## config.mk

```make
export PLATFORM = sky130hd
export DESIGN_NAME = mem_port_arbiter
export DESIGN_NICKNAME = d
export VERILOG_FILES = /design/src/rtl/mem_pkg.sv /design/src/rtl/arb_rr2.sv /design/src/rtl/mem_port_arbiter.sv
export SDC_FILE = /design/constraint.sdc
export NUM_CORES = 1
export LEC_CHECK = 0
export CAP_MARGIN = 0
export CORE_ASPECT_RATIO = 0.75
export CORE_MARGIN = 1
export CORE_UTILIZATION = 32
export CTS_BUF_LIST = sky130_fd_sc_hd__clkbuf_8
export DETAILED_ROUTE_END_ITERATION = 7
export DONT_BUFFER_PORTS = 1
export GPL_TIMING_DRIVEN = 0
export PLACE_DENSITY = 0.46
export SYNTH_ARGS = -nofsm -noshare
export SYNTH_HDL_FRONTEND = slang
export SYNTH_HIERARCHICAL = 1
export SYNTH_SLANG_ARGS = --single-unit
```

## constraint.sdc

```tcl
create_clock -name clk -period 4.69 [get_ports clk]
set_input_delay 1.407 -clock clk [delete_from_list [all_inputs] [get_ports clk]]
set_output_delay 1.407 -clock clk [all_outputs]
set_load 0.1 [all_outputs]
```

## src/rtl/mem_pkg.sv

```systemverilog
// Purpose: shared types for the memory-port arbiter (state encoding, mask modes, grant ids).
// Latency: n/a, declarations only.
// Backpressure: n/a.
package mem_pkg;

    typedef enum logic [1:0] {
        ST_IDLE   = 2'd0,
        ST_BUSY_I = 2'd1,
        ST_BUSY_D = 2'd2,
        ST_RESP   = 2'd3
    } arb_state_t;

    typedef enum logic {
        GRANT_I = 1'b0,
        GRANT_D = 1'b1
    } grant_t;

    localparam logic [1:0] MASK_B = 2'b00;
    localparam logic [1:0] MASK_H = 2'b01;
    localparam logic [1:0] MASK_W = 2'b10;

endpackage

```

## src/rtl/arb_rr2.sv

```systemverilog
// Purpose: two-way round-robin picker; bit 0 is fetch, bit 1 is data.
// Latency: combinational, zero cycles.
// Backpressure: none; gnt is one-hot or zero, tie goes to the side that did not win last.
module arb_rr2 (
    input  logic [1:0] req,
    input  logic       last,
    output logic [1:0] gnt
);

    // on a tie, last=1 (data won before) hands the grant to fetch and vice versa
    always_comb begin
        gnt = 2'b00;
        case (req)
            2'b01:   gnt = 2'b01;
            2'b10:   gnt = 2'b10;
            2'b11:   gnt = last ? 2'b01 : 2'b10;
            default: gnt = 2'b00;
        endcase
    end

endmodule

```

## src/rtl/mem_port_arbiter.sv

```systemverilog
// Purpose: shares one memory port between fetch and load/store, with timeout and illegal-request errors.
// Latency: request sampled in IDLE at cycle t -> good at t+2 on a zero-wait memory; illegal data request -> t+1.
// Backpressure: requesters hold valid until their good pulse; the loser waits at most one access of the other side.
module mem_port_arbiter
    import mem_pkg::*;
#(
    parameter int TIMEOUT = 255,
    parameter int AW      = 32
) (
    input  logic          clk,
    input  logic          reset,
    input  logic          i_valid,
    input  logic [AW-1:0] i_addr,
    output logic          i_good,
    output logic [31:0]   i_rdata,
    output logic          i_err,
    input  logic          d_valid,
    input  logic [AW-1:0] d_addr,
    input  logic [31:0]   d_wdata,
    input  logic          d_memRead,
    input  logic          d_memWrite,
    input  logic [1:0]    d_maskMode,
    input  logic          d_sext,
    output logic          d_good,
    output logic [31:0]   d_rdata,
    output logic          d_err,
    output logic          m_valid,
    output logic [AW-1:0] m_addr,
    output logic [31:0]   m_writeData,
    output logic          m_memRead,
    output logic          m_memWrite,
    output logic [1:0]    m_maskMode,
    output logic          m_sext,
    input  logic          m_good,
    input  logic [31:0]   m_readData
);

    localparam int CW = $clog2(TIMEOUT + 1);

    typedef struct packed {
        logic [AW-1:0] addr;
        logic [31:0]   wdata;
        logic          rd;
        logic          wr;
        logic [1:0]    mask;
        logic          sext;
    } req_t;

    arb_state_t    state;
    grant_t        last_grant;
    req_t          mreq;
    logic [CW-1:0] cnt;
    logic [1:0]    gnt;
    logic          d_illegal;
    logic [31:0]   cap_dat;
    logic          timed_out;

    arb_rr2 u_arb (
        .req  ({d_valid, i_valid}),
        .last (last_grant == GRANT_D),
        .gnt  (gnt)
    );

    assign d_illegal = (d_memRead == d_memWrite);
    assign cap_dat   = mreq.wr ? 32'd0 : m_readData;
    assign timed_out = (cnt == CW'(TIMEOUT - 1));

    assign m_addr      = mreq.addr;
    assign m_writeData = mreq.wdata;
    assign m_memRead   = mreq.rd;
    assign m_memWrite  = mreq.wr;
    assign m_maskMode  = mreq.mask;
    assign m_sext      = mreq.sext;

    // arbitration FSM: grant in IDLE, wait for memory or timeout in BUSY, pulse good in RESP
    always_ff @(posedge clk) begin
        if (reset) begin
            state      <= ST_IDLE;
            last_grant <= GRANT_I;
            mreq       <= '0;
            cnt        <= '0;
            m_valid    <= 1'b0;
            i_good     <= 1'b0;
            i_rdata    <= 32'd0;
            i_err      <= 1'b0;
            d_good     <= 1'b0;
            d_rdata    <= 32'd0;
            d_err      <= 1'b0;
        end else begin
            i_good <= 1'b0;
            d_good <= 1'b0;
            case (state)
                ST_IDLE: begin
                    cnt <= '0;
                    if (gnt[0]) begin
                        last_grant <= GRANT_I;
                        mreq       <= '{addr: i_addr, wdata: 32'd0, rd: 1'b1, wr: 1'b0,
                                        mask: MASK_W, sext: 1'b0};
                        m_valid    <= 1'b1;
                        state      <= ST_BUSY_I;
                    end else if (gnt[1]) begin
                        last_grant <= GRANT_D;
                        if (d_illegal) begin
                            // malformed request is answered locally, memory never sees it
                            d_good  <= 1'b1;
                            d_err   <= 1'b1;
                            d_rdata <= 32'd0;
                            state   <= ST_RESP;
                        end else begin
                            mreq    <= '{addr: d_addr, wdata: d_wdata, rd: d_memRead,
                                         wr: d_memWrite, mask: d_maskMode, sext: d_sext};
                            m_valid <= 1'b1;
                            state   <= ST_BUSY_D;
                        end
                    end
                end
                ST_BUSY_I, ST_BUSY_D: begin
                    if (m_good || timed_out) begin
                        m_valid <= 1'b0;
                        state   <= ST_RESP;
                        if (state == ST_BUSY_I) begin
                            i_good  <= 1'b1;
                            i_rdata <= m_good ? cap_dat : 32'd0;
                            i_err   <= ~m_good;
                        end else begin
                            d_good  <= 1'b1;
                            d_rdata <= m_good ? cap_dat : 32'd0;
                            d_err   <= ~m_good;
                        end
                    end else begin
                        cnt <= cnt + CW'(1);
                    end
                end
                ST_RESP: state <= ST_IDLE;
                default: state <= ST_IDLE;
            endcase
        end
    end

endmodule

```

Word-level counts from Yosys, hierarchy flattened:

Cells that the tools add are included.

* output and inout port bits: 138
* bits of input ports: 138
* logic and storage cells: 90
* register bits after elaboration: 149

* reductions and logical operators: 13
* equal/unequal tests: 17
* add/sub/neg operators: 1
* mux-type cells: 40
* bitwise gates (word level): 3

Operators by type and width (number)
* 32-bit 2-to-1 mux: 7
* 69-bit 2-to-1 mux: 3
* 32-bit case mux with 2 select lines: 1
* 1-bit 2-to-1 mux: 18
* 8-bit case mux with 2 select lines: 1
* 2-bit inequality test (second input constant): 7
* 2-bit case mux with 3 select lines: 2
* 8-bit by 1-bit adder with 8-bit output (second input constant): 1
* 2-bit == test (second input constant): 4
* 8-bit == test (second input constant): 1
* 2-bit 2-to-1 mux: 4
* 8-bit 2-to-1 mux: 1
* 3-bit inequality test (second input constant): 2
* 1-bit case mux with 2 select lines: 3
* 2-bit AND reduction: 3
* 3-bit AND reduction: 2
* 6-bit AND reduction: 1
* 2-bit by 1-bit == test with 1-bit output (second input constant): 2
* 4-bit AND reduction: 1
* 2-bit nonzero test: 2
* 1-bit inverter: 3
* 3-bit OR reduction: 1
* 2-bit logical NOT: 1
* 2-bit OR reduction: 1
* 2 further kinds: 2

Logic depth before layout (Yosys ltp):

Gate-level depths: netlist (run 1).

* word-level depth: 5
* gate-level depth with buffers: 8
* gate-level depth less buffers: 6

Modules after synthesis:

The synthesis (run 1) kept the hierarchy.

Modules (own cells, without submodules)
* mem_port_arbiter: instances 1, area each 5768.0 µm², cells an instance 559
* arb_rr2: instances 1, area each 18.8 µm², cells an instance 3

Worst setup path before layout (run 1):

OpenSTA, ideal clock, no wires.

* path type: in2reg
* from: in i_valid
* to: reg mreq, in the netlist m_writeData[10]
* cell stages on the path: 7
* required time: 4.571 ns
* path slack: 1.910 ns
* arrival: 2.661 ns
* path buffers: 2
* setup time: 0.119 ns
* cells stage by stage: a21boi_1 > buf_2 > o21ai_1 > a21oi_2 > nor2_1 > clkbuf_1 > a22o_1

* longest elaborated chain between the ends: 4
* elaborated cells on any way between the ends: 8
* those cells by class: 4 x eq/ne; 2 x mux; 2 x reduce/logical

Ends and longest elaborated chain
* from (decl): RTL line mem_port_arbiter.sv:12 `input logic i_valid,`
* 2-bit == test / 2-bit by 1-bit == test with 1-bit output (equally long branches): RTL line arb_rr2.sv:13 `case (req)`
* 2-bit case mux with 3 select lines (*): RTL line arb_rr2.sv:13
* 2-bit inequality test (no source line) / 2-bit nonzero test (equally long branches)
* 3-bit AND reduction (no source line)
* to (signal assigned): RTL line mem_port_arbiter.sv:97 `mreq <= '{addr: i_addr, wdata: 32'd0, rd: 1'b1, wr: 1'b0,`
* to (signal assigned): RTL line mem_port_arbiter.sv:110 `mreq <= '{addr: d_addr, wdata: d_wdata, rd: d_memRead,`
* to (decl): RTL line mem_port_arbiter.sv:51 `req_t mreq;`

Mark *: on every way between the ends. The rest lies on a longest branch, timed or not.
A chain may end at the register's enable or synchronous reset.

Worst setup path in the final report (run 1):

* from: in reset
* to: reg mreq, in the netlist m_addr[30]

RTL lines
* from (decl): RTL line mem_port_arbiter.sv:11 `input logic reset,`

No word-level cell between the ends.

==> impl_results.md, run 1 <==
- Status: complete, no violations
- Vias: 4280
- Post-Syn Area: 0.00579 mm2
- CTS buffer count: 17
- Synth top area cells: dfxtp_1, mux2i_1, a22o_1, a211oi_1, nand2b_1
- First-pass GRT wire length: 23.9 mm
- Hold crit path type: flip-flop to flip-flop
- Detailed Place HPWL: 12.0 mm
- # IOs: 276
- DRT antenna net count: 0
- Crit Path Max Fanout: 10
- Final net count: 724
- Seq/Total Area, Yosys: 0.515
- Leak Pwr: 2.35 nW
- Std-Cell Rows: 42
- Worst hold slack: 526 ps
- Share of cells above drive strength 1: 0.106
- Fin cells: 836
- Synth unique cells: 47
- WL final: 15.9 mm
- Initial antenna violation count: 0
- Synthesized area per cell: 10.3 um2
- Worst path required time: 5000 ps
- Slew HR: 0.259
- Clock slew at reported path FFs: 90 ps
- Die Ht: 118 um
- Tightest Pin Transition: 1110 ps
- Arrival time at the worst endpoint: 3350 ps
- I/O Buffers: 0
- Fillcell total: 1813
- Top cell type's share of synthesized area: 0.515
- Fin. Hold Viols: 0
- Core ar.: 0.0177 mm2
- Post-placement cell area: 0.00609 mm2
- Worst skew pair latency: 460 ps
- Setup violations, final: 0
- Maximum vdd drop: 380 uV
- Setup WS post-layout: 1660 ps
- Hold Buf Count CTS: 0
- Clk root buf: clkbuf_8
- Vias in the first global route: 4187
- Clock skew: 16.2 ps
- Ant diodes: 0
- EDFF count, synth: 0
- # DRC: 0
- Cts repair resizes: 0
- Layout area overhead: 11.9%
- Reg2Reg Setup Slack: 2220 ps
- Post-Place Cells: 804
- DR pass1 iterations: 4
- Post-synth top cells: dfxtp_1, a22o_1, mux2i_1, nor2_1, nand2_1
- RSZ-0062 raised after global routing: no
- MaxCap Viol Count: 0
- Final instance area: 0.00647 mm2
- Synthesized instance count: 562
- Dominant synthesized flop cell: dfxtp_1
- GR Util All Layers: 0.171
- H-tree levels: 4
- Sink Count: 149
- Syn. warnings: 6
- Max-slew violations: 0
- Startpoint Class: input pin
- Power Density: 722 mW/mm2
- Die X: 157 um
- Top-count cell post-synth: dfxtp_1
- Flop and latch count out of synthesis: 149
- Worst slack, placed: 1060 ps
- Critical Path End Type: flip-flop
- Initial Util: 0.328
- Mapped Nets: 705
- Setup_tns: 0 ps
- DR vias/cell: 5.12
- Die Area: 0.0186 mm2
- Seq. cell area: 0.00298 mm2
- Drt wl/cell: 19.0 um
- Fmax: 0.330 GHz
- FFs w/ async S/R, synth: 0
- Grt ovf: 0
- Largest net degree at the start of global routing: 17
- Longest Clk Path Bufs: 2
- Fin crit share: 0.647
- Multi-input gate area: 0.00255 mm2
- CTS tree: built
- Final min period: 3030 ps
- RePlAce Congestion: 0.830
- Biggest area consumer among synthesized cells: dfxtp_1
- Critical path class: input pin to flip-flop
- # Post-CTS Setup Buffers: 0
- 1st-iter DRT viols: 235
kinds of logic (layout without fill, tap and decap cells):
group,count (synthesis),in the layout,share of synthesized area
compound gates,137,137,0.187
xor+xnor,3,3,0.00584
fa+ha+maj,5,5,0.0108
buf+inv,55,87,0.0432
flops,149,149,0.515
mux,66,66,0.115
simple gates,147,147,0.123
layer usage:
| metal | vias to the layer above | GRT usage | wire length, um |
|---|---|---|---|
| met4 | 0 | 0.0498 | 150 |
| met3 | 10 | 0.0711 | 1370 |
| li1 | 2062 | - | - |
| met2 | 155 | 0.274 | 7600 |
| met1 | 2053 | 0.208 | 6780 |
| met5 | - | 0 | 0 |
per-stage QoR:
stage / total power, mW / utilization
floorplan: 3.49 / -
global placement: 3.72 / 0.345
detailed placement: 3.74 / 0.345
CTS: 4.72 / 0.367
global route: 4.90 / 0.367
finish: 4.68 / 0.367
worst max-delay path, stage by stage:
cell	delay, ps
clkbuf_1	430
clkbuf_1	370
clkbuf_1	550
clkbuf_1	490
a211oi_1	90
sequential cells by signal (all words and copies together) (netlist names):
name and count:
d_rdata 32, i_rdata 32, m_addr 32, m_writeData 32
cnt 8, m_maskMode 2, state 2, d_err 1
d_good 1, i_err 1, i_good 1, last_grant 1
m_memRead 1, m_memWrite 1, m_sext 1, m_valid 1
placed cells by master (no fill, tap or decap), drive strengths merged, types with 2 or more instances in the layout:
| cell type | count |
|---|---|
| clkinv | 5 |
| nor3 | 3 |
| buf | 25 |
| clkbuf | 38 |
| a21oi | 12 |
| a21o | 2 |
| a31oi | 4 |
| a22o | 64 |
| o31ai | 2 |
| nor2b | 4 |
| nand2b | 39 |
| and3 | 2 |
| a311oi | 2 |
| a211oi | 37 |
| o21ai | 4 |
| xnor2 | 3 |
| or4 | 2 |
| nand3 | 8 |
| nand2 | 40 |
| mux2 | 2 |
| nor4 | 2 |
| ha | 5 |
| inv | 17 |
| mux2i | 64 |
| clkinvlp | 2 |
| a21boi | 2 |
| dfxtp | 149 |
| o22ai | 2 |
| nor2 | 42 |
cell type report:
class | instances | area share
sequential | 149 | 0.461
clock inverter | 14 | 0.0211
buffer | 45 | 0.0329
tap | 242 | 0.0468
multi-input combinational | 358 | 0.394
inverter | 10 | 0.00580
clock buffer | 18 | 0.0383
report_power, final:
group / internal [mW] / switching (mW) / total (mW)
logic: 0.332 / 0.542 / 0.874
clock network: 0.406 / 0.554 / 0.960
registers: 1.45 / 1.39 / 2.84
total: 2.19 / 2.48 / 4.68
worst paths after layout:
kind / to / cells after the start / startpoint
worst max-delay path: m_addr[30] / 5 / reset
worst min register to register: cnt[4] / 2 / cnt[4]
worst max register to register: d_rdata[27] / 5 / m_memWrite
worst min-delay path: cnt[4] / 2 / cnt[4]
(Power assumes the default switching activity.)
==> run 2, diff against run 1 <==
- clock period: 4.69 -> 3.1 ns (I/O delays scaled with it)
==> results of run 2 <==
Same layout as run 1 (identical final DEF). Status: complete, no violations.
Main changes from that run: setup slack after placement 1060 ps -> -49.6 ps; setup slack after layout 1660 ps -> 545 ps; register-to-register setup slack 2220 ps -> 630 ps; total power 4.68 mW -> 7.07 mW; worst IR drop on VDD 380 uV -> 575 uV
